`config.mk`:
```
export PLATFORM = sky130hd
export DESIGN_NAME = urv_dm_arbiter
export DESIGN_NICKNAME = d
export VERILOG_FILES = /design/src/rtl/urv_dm_arbiter.sv
export SDC_FILE = /design/constraint.sdc
export NUM_CORES = 1
export LEC_CHECK = 0
export ABC_AREA = 1
export BUFFER_PORTS_ARGS = -buffer_cell sky130_fd_sc_hd__buf_2
export CORE_AREA = 2 2 123 125
export CTS_BUF_LIST = sky130_fd_sc_hd__clkbuf_16
export CTS_CLUSTER_DIAMETER = 80
export DETAILED_ROUTE_END_ITERATION = 16
export DIE_AREA = 0 0 125 127
export GPL_ROUTABILITY_DRIVEN = 0
export HOLD_SLACK_MARGIN = 0.02
export PLACE_DENSITY = 0.47
export SLEW_MARGIN = 0
export SYNTH_ARGS = -nofsm -noshare
export SYNTH_HDL_FRONTEND = slang
export SYNTH_SLANG_ARGS = --single-unit
```
`constraint.sdc`:
```
create_clock -name clk_i -period 2.05 [get_ports clk_i]
set_input_delay 0.1025 -clock clk_i [delete_from_list [all_inputs] [get_ports clk_i]]
set_output_delay 0.1025 -clock clk_i [all_outputs]
set_load 0.01 [all_outputs]
```
`src/rtl/urv_dm_arbiter.sv`:
```
// Two-master arbiter for the shared data-memory port (CPU execute = m0, host/debug = m1).
// Latency: grant registered one cycle after request; dm_* and ready are combinational from the granted master/slave.
// Backpressure: masters hold requests until ready_o; slave stalls via dm_ready_i, aborted after TIMEOUT cycles (URV_DM_ARB_RR_EN selects round robin).
module urv_dm_arbiter #(
    parameter int unsigned TIMEOUT = 255
) (
    input  logic        clk_i,
    input  logic        rst_i,

    input  logic [31:0] m0_addr_i,
    input  logic [31:0] m0_data_s_i,
    input  logic [3:0]  m0_data_select_i,
    input  logic        m0_load_i,
    input  logic        m0_store_i,
    output logic        m0_ready_o,
    output logic        m0_error_o,
    output logic [31:0] m0_data_l_o,

    input  logic [31:0] m1_addr_i,
    input  logic [31:0] m1_data_s_i,
    input  logic [3:0]  m1_data_select_i,
    input  logic        m1_load_i,
    input  logic        m1_store_i,
    output logic        m1_ready_o,
    output logic        m1_error_o,
    output logic [31:0] m1_data_l_o,

    output logic [31:0] dm_addr_o,
    output logic [31:0] dm_data_s_o,
    output logic [3:0]  dm_data_select_o,
    output logic        dm_load_o,
    output logic        dm_store_o,
    input  logic        dm_ready_i,
    input  logic [31:0] dm_data_l_i,

    output logic        busy_o
);

    typedef enum logic [1:0] {
        IDLE   = 2'd0,
        GRANT0 = 2'd1,
        GRANT1 = 2'd2
    } state_t;

    localparam bit          TMO_EN   = (TIMEOUT != 0);
    localparam logic [15:0] TMO_LAST = TMO_EN ? 16'(TIMEOUT - 1) : 16'd0;

    state_t      state;
    logic [15:0] tmo_cnt;
    logic        last_grant;

    logic req0, req1;
    logic g0, g1;
    logic act;
    logic tmo;
    logic fin;
    logic win1;

    assign req0 = m0_load_i | m0_store_i;
    assign req1 = m1_load_i | m1_store_i;
    assign g0   = (state == GRANT0);
    assign g1   = (state == GRANT1);

    // A granted master that withdrew its request is not active: no ready, no timeout.
    assign act  = (g0 & req0) | (g1 & req1);
    assign tmo  = TMO_EN & act & ~dm_ready_i & (tmo_cnt == TMO_LAST);
    assign fin  = act & (dm_ready_i | tmo);

`ifdef URV_DM_ARB_RR_EN
    assign win1 = req1 & (~req0 | ~last_grant);
`else
    assign win1 = req1 & ~req0;
    logic unused_last_grant;
    assign unused_last_grant = last_grant;
`endif

    always_comb begin
        dm_addr_o        = 32'd0;
        dm_data_s_o      = 32'd0;
        dm_data_select_o = 4'd0;
        dm_load_o        = 1'b0;
        dm_store_o       = 1'b0;
        case (state)
            GRANT0: begin
                dm_addr_o        = m0_addr_i;
                dm_data_s_o      = m0_data_s_i;
                dm_data_select_o = m0_data_select_i;
                dm_load_o        = m0_load_i;
                dm_store_o       = m0_store_i;
            end
            GRANT1: begin
                dm_addr_o        = m1_addr_i;
                dm_data_s_o      = m1_data_s_i;
                dm_data_select_o = m1_data_select_i;
                dm_load_o        = m1_load_i;
                dm_store_o       = m1_store_i;
            end
            default: ;
        endcase
    end

    assign m0_ready_o  = g0 & fin;
    assign m1_ready_o  = g1 & fin;
    assign m0_error_o  = g0 & tmo;
    assign m1_error_o  = g1 & tmo;
    assign m0_data_l_o = dm_data_l_i;
    assign m1_data_l_o = dm_data_l_i;
    assign busy_o      = (state != IDLE);

    always_ff @(posedge clk_i) begin
        if (rst_i) begin
            state      <= IDLE;
            tmo_cnt    <= 16'd0;
            last_grant <= 1'b1;
        end else begin
            case (state)
                IDLE: begin
                    if (req0 | req1) begin
                        state      <= win1 ? GRANT1 : GRANT0;
                        last_grant <= win1;
                        tmo_cnt    <= 16'd0;
                    end
                end
                GRANT0, GRANT1: begin
                    if (!act || fin) begin
                        state <= IDLE;
                    end
                    if (!dm_ready_i) begin
                        tmo_cnt <= tmo_cnt + 16'd1;
                    end
                end
                default: state <= IDLE;
            endcase
        end
    end

endmodule

```
# [Word-level counts from Yosys, hierarchy flattened]
# Cells that the tools add are included.
[word_totals] reg_bits=18 inputBits=175 output_inout_bits=139
[op_classes] n_addsub=1 n_eq_ne=6 n_mux=12 bitwise=17 n_reduce_logical=8
[ops] op="$pmux W32 S2" n=2
[ops] op="$mux W16" n=2
[ops] op="$pmux W16 S2" n=1
[ops] op="$add A16 B1 Y16 const B" n=1
[ops] op="$eq A16 B8 Y1 const B" n=1
[ops] op="$and A1 B1 Y1" n=10
[ops] op="$pmux W4 S2" n=1
[ops] op="$mux W2" n=3
[ops] op="$ne A2 B2 Y1 const B" n=3
[ops] op="$or A1 B1 Y1" n=5
[ops] op="$pmux W1 S2" n=2
[ops] op="$pmux W2 S2" n=1
[ops] op="$reduce_bool A2 Y1" n=2
[ops] op="$reduce_and A3 Y1" n=1
[ops] op="$eq A2 B1 Y1 const B" n=1
[ops] op="$eq A2 B2 Y1 const B" n=1
[ops] op="$logic_not A2 Y1" n=1
[ops] op="$not A1 Y1" n=2
[ops] op="$reduce_and A2 Y1" n=1
[ops] op="$reduce_or A2 Y1" n=1
[ops] op="$logic_not A1 Y1" n=1
[ops] op="$logic_or A1 B1 Y1" n=1

# [Logic depth before layout (Yosys ltp)]
[depth] ltp_word=10 mapped_depth=12 mapped_depth_nobuf=11

# [Least setup slack after synthesis]
# Ideal clock, no wire load.
[synth_path] path_kind="register -> register" start="reg state[0]" end="reg tmo_cnt[9]" arrival_ps=1451 required_time_ps=1938 path_slack_ps=488 path_stages_with_launch=11 n_path_buf=0 synth_period_minus_slack_ps=1562 cell_sequence="dfxtp_1 -> inv_1 -> ha_1 -> o21ai_2 -> nand2_4 -> inv_2 -> nand2_1 -> nor2_1 -> nand3_1 -> nand2_1 -> nor2_1"
[synth_between] elab_chain_len=4
[synth_lines] element="start, declared" line_no="48" rtl="state_t state;"
[synth_lines] element="start signal, assigned" line_no="119" rtl="state <= win1 ? GRANT1 : GRANT0;"
[synth_lines] element="$eq A2 B1 Y1 / $eq A2 B2 Y1 (equally long branches)" line_no="116" rtl="case (state)"
[synth_lines] element="$reduce_or A2 Y1" line_no="116"
[synth_lines] element="$ne A2 B2 Y1 (no source line) / $reduce_bool A2 Y1 (equally long branches)"
[synth_lines] element="$reduce_and A3 Y1 (no source line)"
[synth_lines] element="end signal, assigned" line_no="129" rtl="tmo_cnt <= tmo_cnt + 16'd1;"
[synth_lines] element="end, declared" line_no="49" rtl="logic [15:0] tmo_cnt;"
# Several ways; a longest one is shown, not always the timed one.
# A chain may end at the register's enable or synchronous reset.

# [Final worst setup path]
[layout_path] start="reg state[0]" end="out dm_addr_o[23]"
[layout_between] elab_chain_len=2
[layout_lines] element="$eq A2 B2 Y1 / $eq A2 B1 Y1 (equally long branches)" line_no="83" rtl="case (state)"
[layout_lines] element="$pmux W32 S2 (*)" line_no="83"
[layout_lines] element="end, declared" line_no="28" rtl="output logic [31:0] dm_addr_o,"
# Mark *: on every way between the ends. The rest lies on a longest branch, timed or not.

==> impl_results.md <==
- Leak: 1.68 nW
- Crit path launch type: register
- Worst stage delay on the critical path: 0.41 ns
- Routing usage on met3: 7.75%
- Drt wl/cell: 15.3 um
- Sequential Power Share: 25.3%
- Net Sw Power: 0.575 mW
- DIE HEIGHT: 127 um
- Reg2reg start: state[0]
- GRT Max-Usage Layer: met2
- Post-Syn Instances: 467
- Setup tns final: 0 ns
- Drt pass-1 iters: 4
- Clock Skew: 0.00343 ns
- Pin count of the biggest net entering global routing: 71
- Row count: 44
- Die W: 125 um
- Clock Power Share: 27.7%
- Max Clk Rate: 529 MHz
- DRT antenna net count: 0
- Unrepaired setup endpoints after global routing: false
- Via/cell ratio: 4.15
- Minimum clock period: 1.89 ns
- Core Area: 0.0144 sq mm
- Seq cells post-synth: 18
- RR Endpoint: tmo_cnt[6]
- CTS Sinks: 18
- Fin. Hold Viols: 0
- Worst slew pin tran: 0.434 ns
- Clock Path Buffers: 2
- Mapped Avg Cell Area: 5.46 sq um
- Pwr/cell area: 425 mW/mm^2
- Arr. time, crit path: 1.79 ns
- Netlist Area Pre-Place: 0.00255 sq mm
- Boundary pin count: 314
- Post-CTS Resized: 0
- Crit end category: output port
- Port Buffers: 217
- Worst skew pair latency: 0.25 ns
- Worst Setup SP: state[0]
- Netlist cell types: 25
- Total track usage: 14.2%
- Highest-count cells in the layout ignoring fill and taps: buf_2 (217), nand2_1 (173), a21oi_1 (80), nor2_1 (36), inv_1 (24)
- Rel. slew slack: 71.1%
- Layout cells sized above 1: 40.1%
- Fin crit share: 92.2%
- Internal power: 0.898 mW
- Grt met1 use: 18.2%
- Hold Crit Class: in2reg
- Drt total wl: 12.1 mm
- H-tree Lvls: 1
- GRT overflow: 0
- Commonest non-fill, non-tap cell in the layout: buf_2
- Crit path depth: 6
- Max-cap violation count: 0
- CTS tree: done
- Crit-path cells: inv_1 > ha_1 > inv_4 > buf_12 > a21oi_1 > buf_2
- Worst Path Required: 1.95 ns
- Iter 0 DRT Violations: 183
- Fin cells: 794
- # setup viols final: 0
- Critical Path End: dm_addr_o[23]
- Initial Util: 17.7%
- Syn nets: 647
- P&R area growth vs syn: 36.0%
- Cts bufs inserted: 3
- GR Util met2: 20.3%
- Sw Ratio: 39.0%
- Cells after DPL: 786
- Die Area: 0.0159 sq mm
- Maximum vdd drop: 0.262 mV
- Slowest CP cell: ha_1
- Family with the most delay on the worst path: buffers and inverters
- Core Util, Final: 24.0%
- YS warnings: 0
- Vias: 3,296
- First-pass GRT wire length: 17.7 mm
- R2R depth: 8
- Root buf cell: clkbuf_16
- Number of setup buffers added after CTS: 0
- Design Power: 1.47 mW
- # DRC: 0
- Status: complete, no violations
- DP HPWL: 9.97 mm
- Crit-path max FO: 44
- Vias in the first global route: 3,082
- Hold_ws: 0.101 ns
- Setup CP Type: reg2out
- Initial antenna violation count: 12
- R2R setup slack: 0.26 ns
- Sequential area share after synthesis: 14.1%
- Reg clk slew, reported paths: 0.06 ns
- Nets: 787
- Slew Viols, Final: 0
- CTS Hold Bufs: 0
- Worst path bufs/invs: 4
- Combinational cell fraction of total power: 47.0%
power groups by stage:
stage	logic [mW]	clock network [mW]	registers (mW)
after floorplan	0.492	0	0.377
after global placement	0.701	0	0.380
after detailed placement	0.700	0	0.381
after CTS	0.704	0.417	0.373
after global routing	0.775	0.435	0.373
final	0.693	0.408	0.373
per-stage QoR:
stage          instance area (sq um)  worst slack, ns
2_1_floorplan                   2550            0.488
6_report                        3470            0.160
3_3_place_gp                    3370            0.299
4_1_cts                         3450           0.0968
5_1_grt                         3460           0.0340
3_5_place_dp                    3370            0.293
synthesized netlist by cell type, drive strengths merged:
library cell | number | area (sq um)
a211oi | 1 | 7.51
a21oi | 80 | 400
a31oi | 1 | 12.5
buf | 69 | 508
clkbuf | 19 | 71.3
dfxtp | 18 | 360
ha | 5 | 62.6
inv | 28 | 105
nand2 | 177 | 679
nand3 | 6 | 35.0
nand4 | 7 | 43.8
nor2 | 39 | 156
nor3 | 3 | 26.3
o211a | 1 | 10.0
o21a | 1 | 7.51
o21ai | 12 | 63.8
worst min path at each step:
stage / to / cells past startpoint / slack, ns / from
5_1_grt: tmo_cnt[14] / 2 / 0.11 / rst_i
2_1_floorplan: state[0] / 1 / 0.17 / rst_i
3_5_place_dp: m0_data_l_o[31] / 0 / 0.21 / dm_data_l_i[31]
3_3_place_gp: m0_data_l_o[31] / 0 / 0.21 / dm_data_l_i[31]
4_1_cts: state[0] / 2 / 0.1 / rst_i
6_report: state[0] / 2 / 0.10 / rst_i
cell families after synthesis:
group	after synthesis	share of synthesized area [%]
AO/OA/AOI/OAI	96	19.7
adder cells (fa/ha/maj)	5	2.45
buffers and inverters	116	26.8
flip-flops	18	14.1
AND/OR/NAND/NOR	232	36.9
routing by layer:
| layer | up-vias | share of wire (%) |
|---|---|---|
| met5 | - | 0.70 |
| li1 | 1697 | - |
| met4 | 12 | 2.7 |
| met3 | 56 | 14 |
| met1 | 1357 | 42 |
| met2 | 174 | 41 |
sequential cells by signal (all words and copies together) (netlist names):
signal / cells
state: 2
tmo_cnt: 16
area by class of cell:
type	count	area [sq um]
multi-input cells	333	1510
repair buffers	223	1170
flip-flops and latches	18	360
fillers	1731	11000
clock inverters	1	3.75
clock buffers	3	75.1
diodes	4	10.0
well taps	184	230
inverters	28	108
(Power assumes the default switching activity.)
